===== config.mk =====
export PLATFORM = sky130hd
export DESIGN_NAME = conv_2_fm_writer
export DESIGN_NICKNAME = d
export VERILOG_FILES = /design/src/rtl/conv_2_fm_writer.sv
export SDC_FILE = /design/constraint.sdc
export NUM_CORES = 1
export LEC_CHECK = 0
export BUFFER_PORTS_ARGS = -buffer_cell sky130_fd_sc_hd__buf_2
export CORE_ASPECT_RATIO = 1.2
export CORE_MARGIN = 2
export CORE_UTILIZATION = 35
export CTS_CLUSTER_SIZE = 28
export DETAILED_ROUTE_END_ITERATION = 6
export GPL_TIMING_DRIVEN = 0
export SYNTH_ARGS = -nofsm -noshare
export SYNTH_HDL_FRONTEND = slang
export SYNTH_SLANG_ARGS = --single-unit

===== constraint.sdc =====
create_clock -name clk -period 3.1 [get_ports clk]
set_input_delay 0.155 -clock clk [delete_from_list [all_inputs] [get_ports clk]]
set_output_delay 0.155 -clock clk [all_outputs]
set_load 0.05 [all_outputs]

===== src/rtl/conv_2_fm_writer.sv =====
// conv_2 write-back: adds the per-map bias to each MAC result, applies ReLU with
// saturation and writes N_FM x OUT_PIX pixels into the output feature-map BRAM.
module conv_2_fm_writer #(
    parameter int DATA_W    = 16,
    parameter int N_FM      = 8,
    parameter int OUT_PIX   = 100,
    parameter int ADDR_W    = 10,
    parameter int BIAS_BASE = 4
) (
    input  logic              clk,
    input  logic              rst,
    input  logic              conv_2_en,
    input  logic              in_valid,
    input  logic [DATA_W-1:0] in_data,
    output logic              in_ready,
    output logic              bias_bram_en,
    output logic [6:0]        bias_bram_addr,
    input  logic [DATA_W-1:0] bias_bram_dout,
    output logic              ofm_bram_we,
    output logic [ADDR_W-1:0] ofm_bram_addr,
    output logic [DATA_W-1:0] ofm_bram_din,
    output logic              wr_finish
);

    localparam int FM_W  = (N_FM > 1) ? $clog2(N_FM) : 1;
    localparam int PIX_W = (OUT_PIX > 1) ? $clog2(OUT_PIX) : 1;

    typedef enum logic [2:0] {
        S_IDLE      = 3'd0,
        S_BIAS_REQ  = 3'd1,
        S_BIAS_WAIT = 3'd2,
        S_STREAM    = 3'd3,
        S_DONE      = 3'd4
    } state_t;

    // Signed add on DATA_W+1 bits, clamp negatives to 0 and overflow to max positive.
    function automatic logic [DATA_W-1:0] relu_sat(input logic [DATA_W-1:0] a,
                                                   input logic [DATA_W-1:0] b);
        logic [DATA_W:0] s;
        s = {a[DATA_W-1], a} + {b[DATA_W-1], b};
        if (s[DATA_W]) begin
            relu_sat = '0;
        end else if (s[DATA_W-1]) begin
            relu_sat = {1'b0, {(DATA_W-1){1'b1}}};
        end else begin
            relu_sat = s[DATA_W-1:0];
        end
    endfunction

    state_t              state_q, state_d;
    logic                en_q;
    logic [FM_W-1:0]     fm_q, fm_d;
    logic [PIX_W-1:0]    pix_q, pix_d;
    logic [DATA_W-1:0]   bias_q, bias_d;
    logic                in_ready_q;
    logic                bias_en_q;
    logic [6:0]          bias_addr_q, bias_addr_d;
    logic                we_q, we_d;
    logic [ADDR_W-1:0]   addr_q, addr_d;
    logic [DATA_W-1:0]   din_q, din_d;
    logic                finish_q, finish_d;
    logic                rise_s;
    logic                accept_s;
    logic                abort_s;

    // Next-state, counter and write-port logic.
    always_comb begin
        state_d     = state_q;
        fm_d        = fm_q;
        pix_d       = pix_q;
        bias_d      = bias_q;
        finish_d    = finish_q;
        we_d        = 1'b0;
        addr_d      = addr_q;
        din_d       = din_q;
        bias_addr_d = bias_addr_q;

        rise_s   = conv_2_en & ~en_q;
        // in_ready_q is only ever high in STREAM, so it also qualifies the state.
        accept_s = in_valid & in_ready_q & ~rise_s;
        abort_s  = ~conv_2_en & (state_q != S_IDLE) & (state_q != S_DONE);

        if (accept_s) begin
            we_d   = 1'b1;
            addr_d = ADDR_W'(fm_q) * ADDR_W'(OUT_PIX) + ADDR_W'(pix_q);
            din_d  = relu_sat(in_data, bias_q);
        end else begin
            we_d   = 1'b0;
        end

        if (rise_s) begin
            fm_d     = '0;
            pix_d    = '0;
            finish_d = 1'b0;
            state_d  = S_BIAS_REQ;
        end else if (abort_s) begin
            state_d  = S_IDLE;
        end else begin
            case (state_q)
                S_BIAS_REQ:  state_d = S_BIAS_WAIT;
                S_BIAS_WAIT: begin
                    bias_d  = bias_bram_dout;
                    state_d = S_STREAM;
                end
                S_STREAM: begin
                    if (accept_s) begin
                        if (pix_q == PIX_W'(OUT_PIX - 1)) begin
                            pix_d = '0;
                            // The last map parks its counter instead of stepping past N_FM-1.
                            if (fm_q == FM_W'(N_FM - 1)) begin
                                state_d  = S_DONE;
                                finish_d = 1'b1;
                            end else begin
                                fm_d    = fm_q + FM_W'(1);
                                state_d = S_BIAS_REQ;
                            end
                        end else begin
                            pix_d = pix_q + PIX_W'(1);
                        end
                    end else begin
                        state_d = S_STREAM;
                    end
                end
                S_IDLE:  state_d = S_IDLE;
                S_DONE:  state_d = S_DONE;
                default: state_d = S_IDLE;
            endcase
        end

        if (state_d == S_BIAS_REQ) begin
            bias_addr_d = 7'(BIAS_BASE) + 7'(fm_d);
        end else begin
            bias_addr_d = bias_addr_q;
        end
    end

    // State and registered outputs; handshake/enable outputs decoded from next state.
    always_ff @(posedge clk) begin
        if (rst) begin
            state_q     <= S_IDLE;
            en_q        <= 1'b0;
            fm_q        <= '0;
            pix_q       <= '0;
            bias_q      <= '0;
            in_ready_q  <= 1'b0;
            bias_en_q   <= 1'b0;
            bias_addr_q <= 7'd0;
            we_q        <= 1'b0;
            addr_q      <= '0;
            din_q       <= '0;
            finish_q    <= 1'b0;
        end else begin
            state_q     <= state_d;
            en_q        <= conv_2_en;
            fm_q        <= fm_d;
            pix_q       <= pix_d;
            bias_q      <= bias_d;
            in_ready_q  <= (state_d == S_STREAM);
            bias_en_q   <= (state_d == S_BIAS_REQ);
            bias_addr_q <= bias_addr_d;
            we_q        <= we_d;
            addr_q      <= addr_d;
            din_q       <= din_d;
            finish_q    <= finish_d;
        end
    end

    assign in_ready       = in_ready_q;
    assign bias_bram_en   = bias_en_q;
    assign bias_bram_addr = bias_addr_q;
    assign ofm_bram_we    = we_q;
    assign ofm_bram_addr  = addr_q;
    assign ofm_bram_din   = din_q;
    assign wr_finish      = finish_q;

endmodule

==> qor.txt, run 1 <==
ys async rst share = 0
CP max stage cell = fa_1
TritonCTS clock tree = built
run status = finished, final reports clean
Routed Antenna Nets = 0
worst path arrival time = 2.80 ns
TritonRoute pass-1 iters = 5
gr usage total = 0.163
max cap viols = 0
worst hold path class = in -> reg
TritonCTS Buffers = 9
Clock Path Buffers = 2
post-placement cell area = 0.00390 sq mm
critical path peak fanout = 3
Post CTS Setup Buffer Count = 0
setup violators final = 0
ys flop type = dfxtp_1
number of synthesized register bits = 63
Power Density = 499 mW/mm^2
most common cell after layout, fill and taps aside = nand2_1
die area = 0.0105 sq mm
Reg-to-Reg End = ofm_bram_din[14]
final worst slack = 0.519 ns
sequential cell area = 0.00126 sq mm
Die Wd = 93.9 um
number of synthesized flops with an enable pin = 0
sequential element share of the synthesized area = 0.372
commonest cells after routing, fill and taps aside = nand2_1, buf_2, dfxtp_1, a21oi_1, ha_1
Final period util = 0.833
Routed WL per cell = 13.4 um
worst skew pair latency = 0.33 ns
Hold Path End = bias_q[1]
CP delay by family, top = compound AO/OA/AOI/OAI gates
CP required = 3.32 ns
CTS resizes = 0
multi-input logic area = 0.00200 sq mm
RSZ-0062 raised after global routing = no
Die Height = 112 um
Distinct cells, synth = 53
drt total wl = 8.30 mm
area of the mapped netlist = 0.00339 sq mm
first-pass GRT wire length = 13.4 mm
# IOs = 73
cells after synthesis = 411
post-detail-place hpwl = 6.43 mm
# diodes = 0
total number of vias = 3053
share of the synthesized area in the top cell type = 0.372
Finished Cell Area = 0.00425 sq mm
min Tclk post-route = 2.58 ns
Detailed Route Iter0 Violations = 115
Clock Skew = 0.00558 ns
gpl congestion = 0.805
core area = 0.00947 sq mm
drc violations = 0
initial antenna violation count = 0
Initial Util = 0.359
worst reg-to-reg path cell count = 9
post-route setup TNS = 0 ns
vias in the first global route = 2925
Mean Syn Cell Area = 8.26 sq um
# H-tree levels = 3
LEAKAGE = 1.83 nW
Startpoint Class = flip-flop
CP Buf/Inv Count = 0
slew margin rel. = 0.316
max frequency = 387 MHz
fraction of layout instances using a drive strength above 1 = 0.213
Final Max Slew Viols = 0
total grt overflow = 0
Hold Crit Depth = 3
number of port buffers = 68
worst-margin pin slew = 1.02 ns
Clock transition at path regs = 0.05 ns
Post-CTS Hold Fix Bufs = 0
pre-CTS setup slack = 0.559 ns
crit path launch = bias_q[0]
largest net degree at the start of global routing = 13
Clock Sinks = 63
yosys warns = 0
ranking of synthesized cells by area = dfxtp_1, ha_1, a21oi_1
critical path class = reg -> reg
reg-to-reg startpoint = bias_q[0]
critical path cell sequence = ha_1 > fa_1 > a21oi_1 > o21ai_1 > o211a_1 > a41oi_2 > o21bai_1 > xor2_1 > o311a_1
final layout net count = 558
slowest stage delay, CP = 0.42 ns
worst hold start = bias_bram_dout[1]
Synth area leader = dfxtp_1
# rows = 39
Crit. End Element = flip-flop
CTS Root Cell = clkbuf_16
Area Growth Syn to Fin = 25.1%
FF-to-FF setup slack = 0.52 ns
vias per cell = 4.92
Worst VDD drop = 0.278 mV
Final Hold Fails = 0
layout filler cell count = 949
[how the worst max path moves through the flow]
| stage | depth (start not counted) | end | slack, ns |
|---|---|---|---|
| floorplan | 9 | ofm_bram_din[14] | 0.77 |
| global placement | 9 | ofm_bram_din[14] | 0.60 |
| detailed placement | 9 | ofm_bram_din[14] | 0.56 |
| CTS | 9 | ofm_bram_din[14] | 0.55 |
| global route | 9 | ofm_bram_din[14] | 0.37 |
| finish | 9 | ofm_bram_din[14] | 0.52 |
[synthesized netlist by cell type (2+ instances only)]
| master | count |
|---|---|
| ha_1 | 27 |
| dfxtp_1 | 63 |
| buf_2 | 2 |
| nor2b_1 | 3 |
| buf_4 | 8 |
| o21a_1 | 4 |
| nand2_1 | 77 |
| and2_1 | 4 |
| and2b_1 | 2 |
| or3_1 | 4 |
| nand2b_1 | 3 |
| nor2_1 | 26 |
| nand4_1 | 4 |
| nand3_1 | 5 |
| xor2_1 | 10 |
| mux2i_1 | 3 |
| o21ai_0 | 14 |
| a21o_1 | 3 |
| a21oi_1 | 58 |
| a211oi_1 | 4 |
| o21ai_1 | 12 |
| inv_1 | 10 |
| o21bai_1 | 2 |
| fa_1 | 2 |
| and3_1 | 4 |
| a21oi_2 | 3 |
| nor3_1 | 4 |
| xnor2_1 | 14 |
| clkbuf_1 | 11 |
| a31oi_1 | 2 |
[sequential cells by signal, summed over array words and instances, names as in the netlist]
signal / cells
bias_bram_addr: 4
in_ready: 1
en_q: 1
ofm_bram_addr: 10
bias_q: 16
state_q: 3
fm_q: 3
ofm_bram_we: 1
ofm_bram_din: 15
pix_q: 7
wr_finish: 1
bias_bram_en: 1
[routing by layer]
| layer | share of wire | vias up | global-route usage | wire, um |
|---|---|---|---|---|
| li1 | - | 1590 | - | - |
| met1 | 0.45 | 1368 | 0.202 | 3720 |
| met2 | 0.48 | 79 | 0.266 | 3960 |
| met3 | 0.047 | 16 | 0.0298 | 386 |
| met4 | 0.028 | 0 | 0.0850 | 233 |
| met5 | 0 | - | 0 | 0 |
[tightest hold or removal path, cell delays in order]
cell	delay (ns)
buf_2	0.09
nand2_1	0.04
a21oi_1	0.05
[cell families (layout without fill, tap and decap cells)]
kind of cell               count (synthesis)  in the layout  synth area share
AOI/OAI and AO/OA                        115            115             0.205
xor gates and xnor gates                  25             25            0.0667
adders and majority gates                 29             29             0.111
buffers and inverters                     31            115            0.0439
DFF                                       63             63             0.372
muxes                                      3              3           0.00885
other                                      1              4           0.00110
and+or+nand+nor                          144            144             0.192
[through the flow]
stage	total power, mW	std cells	hold WS, ns	util
6_report	2.12	621	0.0598	0.449
5_1_grt	2.19	621	0.0623	0.449
4_1_cts	2.14	621	0.0513	0.449
3_5_place_dp	0.969	605	0.403	0.412
3_3_place_gp	0.967	605	0.397	0.412
2_1_floorplan	0.922	414	0.283	-
[layout make-up]
class	instances	share of cell area
Clock inverter	7	0.0286
Multi-Input combinational cell	320	0.470
Tap cell	123	0.0362
Timing Repair Buffer	68	0.0801
Clock buffer	9	0.0530
Inverter	10	0.00884
Buffer	21	0.0262
Sequential cell	63	0.297
[where the power goes]
part | internal [mW] | switching [mW]
logic | 0.0484 | 0.0860
registers | 0.815 | 0.00298
clock network | 0.786 | 0.381
total | 1.65 | 0.470
(Power assumes the default switching activity.)
==> inputs of run 2 (changes only) <==
==> constraint.sdc (replaced) <==
create_clock -name clk -period 2.1 [get_ports clk]
set_input_delay 0.105 -clock clk [delete_from_list [all_inputs] [get_ports clk]]
set_output_delay 0.105 -clock clk [all_outputs]
set_load 0.05 [all_outputs]
==> qor.txt, run 2 (same netlist as run 1, synthesis figures left out) <==
final layout net count = 572 (was 558)
Clock transition at path regs = 0.06 ns (was 0.05 ns)
gpl congestion = 0.812 (was 0.805)
commonest cells after routing, fill and taps aside = nand2_1, buf_2, dfxtp_1, a21oi_1, nor2_1 (was nand2_1, buf_2, dfxtp_1, a21oi_1, ha_1)
TritonRoute pass-1 iters = 4 (was 5)
TritonCTS clock tree = built (unchanged)
Area Growth Syn to Fin = 34.8% (was 25.1%)
# H-tree levels = 3 (unchanged)
final non-filler cell total = 635 (was 621)
Crit. End Element = flip-flop (unchanged)
fraction of layout instances using a drive strength above 1 = 0.297 (was 0.213)
min Tclk post-route = 2.33 ns (was 2.58 ns)
Hold WS = 0.0104 ns (was 0.0598 ns)
Routed WL per cell = 14.0 um (was 13.4 um)
Clock Sinks = 63 (unchanged)
first-pass GRT wire length = 14.4 mm (was 13.4 mm)
post-route setup TNS = -1.92 ns (was 0 ns)
Clock Skew = 0.0101 ns (was 0.00558 ns)
Final Hold Fails = 0 (unchanged)
largest net degree at the start of global routing = 13 (unchanged)
initial antenna violation count = 0 (unchanged)
CP required = 2.31 ns (was 3.32 ns)
Final period util = 1.11 (was 0.833)
drt total wl = 8.88 mm (was 8.30 mm)
pre-CTS setup slack = -0.247 ns (was 0.559 ns)
Initial Util = 0.359 (unchanged)
die area = 0.0105 sq mm (unchanged)
total grt overflow = 0 (unchanged)
Die Height = 112 um (unchanged)
Final Max Slew Viols = 0 (unchanged)
RSZ-0062 raised after global routing = yes (was no)
final worst slack = -0.228 ns (was 0.519 ns)
most common cell after layout, fill and taps aside = nand2_1 (unchanged)
max cap viols = 0 (unchanged)
Routed Antenna Nets = 0 (unchanged)
fin util = 0.483 (was 0.449)
worst-margin pin slew = 0.594 ns (was 1.02 ns)
Detailed Route Iter0 Violations = 101 (was 115)
max frequency = 430 MHz (was 387 MHz)
critical path peak fanout = 3 (unchanged)
failing checks = setup timing
Worst VDD drop = 0.401 mV (was 0.278 mV)
critical path class = reg -> reg (unchanged)
gr usage total = 0.173 (was 0.163)
# rows = 39 (unchanged)
placed cell count = 605 (unchanged)
Power Density = 709 mW/mm^2 (was 499 mW/mm^2)
drc violations = 0 (unchanged)
run status = finished with violations (was finished, final reports clean)
setup violators final = 15 (was 0)
max reg flops = 16 (unchanged)
worst hold path class = in -> reg (unchanged)
vias per cell = 4.98 (was 4.92)
# IOs = 73 (unchanged)
post-detail-place hpwl = 6.52 mm (was 6.43 mm)
vias in the first global route = 3106 (was 2925)
Die Wd = 93.9 um (unchanged)
FF-to-FF setup slack = -0.23 ns (was 0.52 ns)
Startpoint Class = flip-flop (unchanged)
Top reg by flops = bias_q (unchanged)
LEAKAGE = 1.95 nW (was 1.83 nW)
worst path arrival time = 2.54 ns (was 2.80 ns)
CTS Root Cell = clkbuf_16 (unchanged)
# diodes = 0 (unchanged)
slew margin rel. = 0.604 (was 0.316)
Clock Path Buffers = 2 (unchanged)
total number of vias = 3160 (was 3053)
core area = 0.00947 sq mm (unchanged)
TritonCTS Buffers = 9 (unchanged)
number of port buffers = 68 (unchanged)
worst skew pair latency = 0.33 ns (about the same)
[run 2: final timing paths]
check / startpoint / endpoint / cells after the start
hold reg to reg: ofm_bram_din[11] / ofm_bram_din[11] / 2
setup / recovery: bias_q[0] / ofm_bram_din[14] / 9
setup reg to reg: bias_q[0] / ofm_bram_din[14] / 9
hold / removal: bias_bram_dout[1] / bias_q[1] / 3
[run 2: layer usage]
metal | track usage | vias up | wire length, um
met5 | 0 | - | 0
met4 | 0.0454 | 0 | 104
met3 | 0.0440 | 10 | 401
met2 | 0.304 | 78 | 4520
met1 | 0.208 | 1464 | 3850
li1 | - | 1608 | -
[run 2: through the flow]
step / total power, mW / instance area [sq um]
floorplan: 1.36 / 3430
global placement: 1.43 / 3920
detailed placement: 1.43 / 3920
CTS: 3.27 / 4470
global route: 3.36 / 4580
finish: 3.25 / 4580
[run 2: layout make-up]
class / count / area [sq um]
Sequential cell: 63 / 1280
Clock buffer: 9 / 225
Timing Repair Buffer: 82 / 464
Multi-Input combinational cell: 320 / 2150
Inverter: 10 / 37.5
Tap cell: 123 / 154
Fill cell: 903 / 4890
Clock inverter: 7 / 145
Buffer: 21 / 120
[run 2: worst max-delay path: stages, from the launching register on]
cell and delay [ns]:
dfxtp_2 0.33, ha_4 0.16, fa_2 0.40, a21oi_2 0.17
o21ai_2 0.08, o211a_1 0.27, a41oi_4 0.24, o21bai_1 0.11
xor2_1 0.16, o311a_1 0.29
[run 2: timing repair]
action,CTS,global route
endpoints found under the setup margin,17,21
buffers inserted,11,4
pin swaps,18,10
hold buffers,0,0
gates resized for setup,27,25
gates cloned,1,0
[run 2: power breakdown]
group / total [mW] / internal, mW / switching [mW] / leakage, nW
registers: 1.20 / 1.20 / 0.00460 / 0.512
logic: 0.212 / 0.0753 / 0.137 / 1.26
clock network: 1.83 / 1.28 / 0.548 / 0.176
